$ cat src/rtl/instr_fetch.sv
// ---------------------------------------------------------------------------
// instr_fetch
// Instruction fetch stage: owns the PC, reads a combinational 256x24
// instruction memory, latches the word into an instruction register and
// offers it to decode over a valid/ready handshake. Execute can redirect the
// PC at any time after boot; a HALT opcode stops fetching until the next
// redirect.
//
// Optional build macro: FETCH_PERF_EN adds the fetch_cnt / stall_cnt
// saturating performance counters and their ports.
// ---------------------------------------------------------------------------
`timescale 1ns/1ps

module instr_fetch #(
    parameter logic [7:0] RESET_PC = 8'h00,
    parameter logic [5:0] HALT_OP  = 6'b111111
) (
    input  logic        clk,
    input  logic        rst_n,
    output logic [7:0]  imem_addr,
    input  logic [23:0] imem_dout,
    input  logic        redirect_vld,
    input  logic [7:0]  redirect_pc,
    output logic        ir_vld,
    input  logic        ir_rdy,
    output logic [23:0] ir_data,
    output logic [7:0]  ir_pc,
    output logic        halted
`ifdef FETCH_PERF_EN
    ,
    output logic [15:0] fetch_cnt,
    output logic [15:0] stall_cnt
`endif
);

    // BOOT gives memory one quiet cycle after reset, RUN fetches, HALT idles
    // until execute redirects.
    typedef enum logic [1:0] {
        ST_BOOT = 2'd0,
        ST_RUN  = 2'd1,
        ST_HALT = 2'd2
    } state_t;

    state_t      state_q;
    state_t      state_d;
    logic [7:0]  pc_q;
    logic        fetch;
    logic        take_redirect;
    logic        fetch_is_halt;

    // The memory address is the PC register itself, so the fetched word is
    // available in the same cycle the PC points at it.
    assign imem_addr = pc_q;

    // Fetch/redirect decisions and next-state selection. A redirect blocks a
    // fetch in the same cycle, which is also why a redirect beats a HALT word
    // sitting at the PC.
    always_comb begin
        take_redirect = 1'b0;
        fetch         = 1'b0;
        fetch_is_halt = 1'b0;
        state_d       = state_q;

        take_redirect = redirect_vld && (state_q != ST_BOOT);
        fetch         = (state_q == ST_RUN) && (!ir_vld || ir_rdy) && !redirect_vld;
        fetch_is_halt = fetch && (imem_dout[23:18] == HALT_OP);

        case (state_q)
            ST_BOOT: state_d = ST_RUN;
            ST_RUN: begin
                if (take_redirect) begin
                    state_d = ST_RUN;
                end else if (fetch_is_halt) begin
                    state_d = ST_HALT;
                end
            end
            ST_HALT: begin
                if (take_redirect) begin
                    state_d = ST_RUN;
                end
            end
            default: state_d = ST_BOOT;
        endcase
    end

    // State register, with halted registered alongside so it always equals
    // (state == HALT) without a decode after the flop.
    always_ff @(posedge clk) begin
        if (!rst_n) begin
            state_q <= ST_BOOT;
            halted  <= 1'b0;
        end else begin
            state_q <= state_d;
            halted  <= (state_d == ST_HALT);
        end
    end

    // PC and instruction register. Redirect flushes the IR and reloads the
    // PC; otherwise a fetch loads the IR and advances the PC (wrapping at
    // 255), and a consumed instruction with nothing to replace it clears
    // valid. With valid high and ready low everything simply holds.
    always_ff @(posedge clk) begin
        if (!rst_n) begin
            pc_q    <= RESET_PC;
            ir_vld  <= 1'b0;
            ir_data <= 24'h000000;
            ir_pc   <= 8'h00;
        end else if (take_redirect) begin
            pc_q   <= redirect_pc;
            ir_vld <= 1'b0;
        end else if (fetch) begin
            ir_data <= imem_dout;
            ir_pc   <= pc_q;
            ir_vld  <= 1'b1;
            pc_q    <= pc_q + 8'd1;
        end else if (ir_vld && ir_rdy) begin
            ir_vld <= 1'b0;
        end
    end

`ifdef FETCH_PERF_EN
    // Saturating fetch and stall counters; nothing is counted while booting
    // and only reset clears them.
    always_ff @(posedge clk) begin
        if (!rst_n) begin
            fetch_cnt <= 16'h0000;
            stall_cnt <= 16'h0000;
        end else if (state_q != ST_BOOT) begin
            if (fetch && (fetch_cnt != 16'hFFFF)) begin
                fetch_cnt <= fetch_cnt + 16'd1;
            end
            if (ir_vld && !ir_rdy && (stall_cnt != 16'hFFFF)) begin
                stall_cnt <= stall_cnt + 16'd1;
            end
        end
    end
`endif

endmodule

$ cat config.mk
export PLATFORM = sky130hd
export DESIGN_NAME = instr_fetch
export DESIGN_NICKNAME = d
export VERILOG_FILES = /design/src/rtl/instr_fetch.sv
export SDC_FILE = /design/constraint.sdc
export NUM_CORES = 1
export LEC_CHECK = 0
export ABC_AREA = 1
export CAP_MARGIN = 0
export CORE_MARGIN = 1.5
export CORE_UTILIZATION = 41
export DETAILED_ROUTE_END_ITERATION = 6
export PLACE_DENSITY = 0.81
export SLEW_MARGIN = 15
export SYNTH_ARGS = -nofsm -noshare
export SYNTH_HDL_FRONTEND = slang
export SYNTH_SLANG_ARGS = --single-unit
$ cat constraint.sdc
create_clock -name clk -period 1.2 [get_ports clk]
set_input_delay 0.36 -clock clk [delete_from_list [all_inputs] [get_ports clk]]
set_output_delay 0.36 -clock clk [all_outputs]
set_load 0.1 [all_outputs]
# Word-level counts from Yosys, hierarchy flattened
# Index checks and enable logic that the tools add are counted.
# Widths: inputs -> output; s select.
classes:
  eq_ne: 4
  reduce_logical: 14
  muxes: 8
  add_sub_neg: 1
  bitwise: 2
ops:
  columns: ["cell", "n"]
  rows:
  - ["$mux 8", 2]
  - ["$add 8x1->8 const B", 1]
  - ["$eq 6x6->1 const B", 1]
  - ["$mux 2", 3]
  - ["$pmux 2 s3", 1]
  - ["$reduce_bool 2->1", 3]
  - ["$logic_and 1x1->1", 5]
  - ["$eq 2x2->1 const B", 2]
  - ["$eq 2x1->1 const B", 1]
  - ["$logic_not 1->1", 2]
  - ["$logic_not 2->1", 1]
  - ["$mux 1", 2]
  - ["$not 1->1", 2]
  - ["$reduce_and 2->1", 1]
  - ["$reduce_or 2->1", 1]
  - ["$logic_or 1x1->1", 1]
totals:
  wordCells: 35
  inputBits: 36
  register_bits: 44
  output_inout_bits: 42

# Logic depth before layout (Yosys ltp)
depth:
  word_depth: 9
  depth_mapped: 9
  ltp_nobuf: 9

# Worst setup path after synthesis
# Ideal clock, no wire load.
synth_path:
  path_kind: "reg-to-reg"
  from: "register pc_q[0] (netlist: imem_addr[0])"
  to: "register pc_q[4] (netlist: imem_addr[4])"
  synth_period_minus_slack_ns: 1.905
  path_buffers: 0
  setup_ns: 0.056
  arrival_time_ns: 1.849
  t_required_ns: 1.144
  setup_slack_ns: -0.705
  path_stages_with_launch: 10
  cell_sequence: "dfxtp_1 -> ha_1 -> nand2_1 -> inv_1 -> nand3b_1 -> nand2_1 -> nand2_1 -> nand3_1 -> nand2_1 -> inv_1"
synth_between:
  elab_chain_cells: 3
synth_rtl:
  columns: ["element", "line", "rtl"]
  rows:
  - ["from (decl)", "46", "logic [7:0] pc_q;"]
  - ["from (signal assigned)", "109", "pc_q <= redirect_pc;"]
  - ["from (signal assigned)", "115", "pc_q <= pc_q + 8'd1;"]
  - ["$add 8x1->8", "115", null]
  - ["$mux 8", "111", "end else if (fetch) begin"]
  - ["$mux 8", "108", "end else if (take_redirect) begin"]
# No other way between the ends. The select of a mux whose other input is x is not followed.
# A chain may end at the register's enable or synchronous reset.

# Final worst setup path
# Ends and elaborated chain as after synthesis.

==> impl_results.md <==
- Gate Count Post-Synth: 245
- GPL Wtd Cong: 0.830
- Die height: 69.1 um
- Fmax: 669 MHz
- Net Sw Frac: 39.8%
- Synth-to-layout area growth: 118%
- Psw: 0.00180 W
- Failing checks: setup timing
- DR pass1 iterations: 5
- Die Wd: 69.1 um
- H-tree levels: 2
- Starting Density: 43.8%
- Outcome: finished, violations left
- Worst skew pair latency: 0.32 ns
- CTS tree: done
- Utilization after layout: 95.5%
- R2r setup slk: -0.30 ns
- Worst-path clk slew: 0.10 ns
- Gr usage total: 30.7%
- Share of cells above drive strength 1: 52.5%
- Reg2reg end: imem_addr[4]
- Ant diodes: 0
- Clock skew: 0.0165 ns
- Gate power share: 39.8%
- # port buffers: 77
- Clock Power Share: 23.2%
- Distinct cell type count after synthesis: 21
- RSZ-0062 raised after global routing: true
- Slew @ Worst Pin: 0.544 ns
- Post-Layout Cell Count: 416
- Worst path required time: 1.41 ns
- Fraction of the yosys area taken by sequential cells: 49.2%
- CP arrival: 1.71 ns
- Via count: 2564
- Mapped Area: 1790 um^2
- Antenna Nets Post-Route: 0
- Placed insts: 377
- CTS Sinks: 44
- Initial antenna violation count: 0
- DRC Markers: 0
- Syn nets: 282
- CTS Buffer Depth: 2
- # nets final: 402
- Final cell area excluding filler cells: 3900 um^2
- Worst Setup SP: imem_addr[0]
- Gr ovfl total: 0
- Reg power frac: 37.0%
- Seq cells post-synth: 44
- Kind of critical path: reg -> reg
- Syn avg cell area: 7.30 um^2
- Row Count: 23
- Int Power: 0.00273 W
- CP Capture Type: flip-flop
- Max FO, Critical Path: 4
- Fin. Hold Viols: 0
- Worst vdd ir: 0.000961 V
- Setup WS post-layout: -0.295 ns
- Drt initial violations: 337
- Fill count: 102
- Top Ports: 78
- Setup TNS: -5.63 ns
- Via/cell ratio: 6.16
- Core Footprint: 4090 um^2
- Die area: 4770 um^2
- Worst hold path class: in -> reg
- Max-Slew Margin vs Limit: 63.4%
- Max Slew Vio Count: 0
- WL/cell: 24.8 um
- Drt total wl: 10.3 mm
- Hold endpoint: ir_data[21]
- Power Density: 1160 nW/um^2
- Worst R2R Path Depth: 10
- Post-DP Area: 3230 um^2
- Max cap viols: 0
- Ys Warns: 0
- R2r startpoint: imem_addr[0]
- Setup violators final: 83
- DP HPWL: 3.86 mm
- Clock Root Buffer: clkbuf_8
- Minimum clock period: 1.50 ns
- CTS Hold Bufs: 0
- Num CTS Buffers: 5
- Largest net degree at the start of global routing: 34
- Startpoint Class: flip-flop
- Hold path depth: 3
- Global-route wire length before repair: 11.5 mm
- Min-delay src: imem_dout[21]
- Period utilization: 125%
- P_leak: 1.68 nW
- Vias in the first global route: 2254
worst max-delay path by stage:
stage | endpoint | cells after the start
floorplan | imem_addr[4] | 8
global placement | ir_data[12] | 8
detailed placement | ir_data[17] | 8
CTS | imem_addr[1] | 1
global route | imem_addr[5] | 8
finish | imem_addr[4] | 10
final cells by class:
cell class                      instances  area [um^2]  share of cell area (%)
Inverter                               21         93.8                    2.40
Sequential cell                        44          976                    25.0
Tap cell                               50         62.6                    1.60
Timing Repair Buffer                  123         1680                    43.1
Timing Repair inverter                  1         16.3                   0.417
Clock buffer                            8         90.1                    2.31
Multi-Input combinational cell        169          981                    25.1
cell families (layout without fill, tap and decap cells):
family                     Yosys count  after routing  synth area share, %
buffers and inverters               32            153                 8.60
and+or+nand+nor                    117            117                 27.1
adders and majority gates            1              1                0.699
AOI/OAI and AO/OA                   51             51                 14.4
DFF                                 44             44                 49.2
through the flow:
stage / setup WS, ns / power, W / hold slack (ns)
after CTS: -0.0472 / 0.00421 / 0.504
after global routing: -0.316 / 0.00460 / 0.388
final: -0.295 / 0.00453 / 0.390
after detailed placement: -0.516 / 0.00316 / 0.492
after global placement: -0.408 / 0.00313 / 0.466
after floorplan: -0.0848 / 0.00254 / 0.491
power by group through the flow:
stage	clock network, W	registers, W	logic [W]
6_report	0.00105	0.00167	0.00180
5_1_grt	0.00109	0.00168	0.00183
4_1_cts	0.000967	0.00166	0.00158
3_5_place_dp	0	0.00171	0.00145
3_3_place_gp	0	0.00171	0.00143
2_1_floorplan	0	0.00230	0.000233
critical path, cell delays in order, from the launching register on:
cell,delay [ns]
dfxtp_4,0.37
buf_12,0.13
ha_4,0.17
nand2_4,0.08
inv_4,0.05
nand3b_1,0.10
nand2_1,0.12
nand2_1,0.14
nand3_1,0.10
nand2_1,0.09
inv_1,0.05
cell usage in the layout (no fill, tap or decap), drive strengths merged:
cell,n
dlymetal6s2s,4
nand3b,1
nand4,1
dlygate4sd2,2
a211oi,1
ha,1
dfxtp,44
nand2,33
buf,88
clkinv,2
nor2,69
a21oi,15
nand3,13
clkbuf,8
inv,20
clkdlybuf4s50,29
o21ai,35
state kept, by name (all words and copies together) (netlist names):
name,cells
ir_pc,8
halted,1
ir_vld,1
ir_data,24
state_q,2
imem_addr,8
cell usage after synthesis (all sizes together):
library cell	instances	area share, %
nor2	69	15
dfxtp	44	49
o21ai	35	9.8
nand2	33	6.9
inv	21	4.5
a21oi	15	4.2
nand3	13	4.3
buf	7	3.2
clkbuf	4	0.84
a211oi	1	0.42
ha	1	0.70
nand3b	1	0.42
nand4	1	0.35
metal layers:
metal / GRT usage (%) / share of wire [%] / routed length, um / vias up
met3: 6.87 / 11 / 1110 / 99
met1: 32.5 / 32 / 3340 / 1161
met5: 0 / 0 / 0 / -
met4: 18.1 / 9.1 / 940 / 0
li1: - / - / - / 1026
met2: 55.2 / 48 / 4950 / 278
repair_timing:
action | CTS | global route
gates cloned | 2 | 1
setup buffers | 14 | 14
endpoints found under the setup margin | 60 | 86
pin swaps | 5 | 19
gates resized for setup | 52 | 66
(Power assumes the default switching activity.)
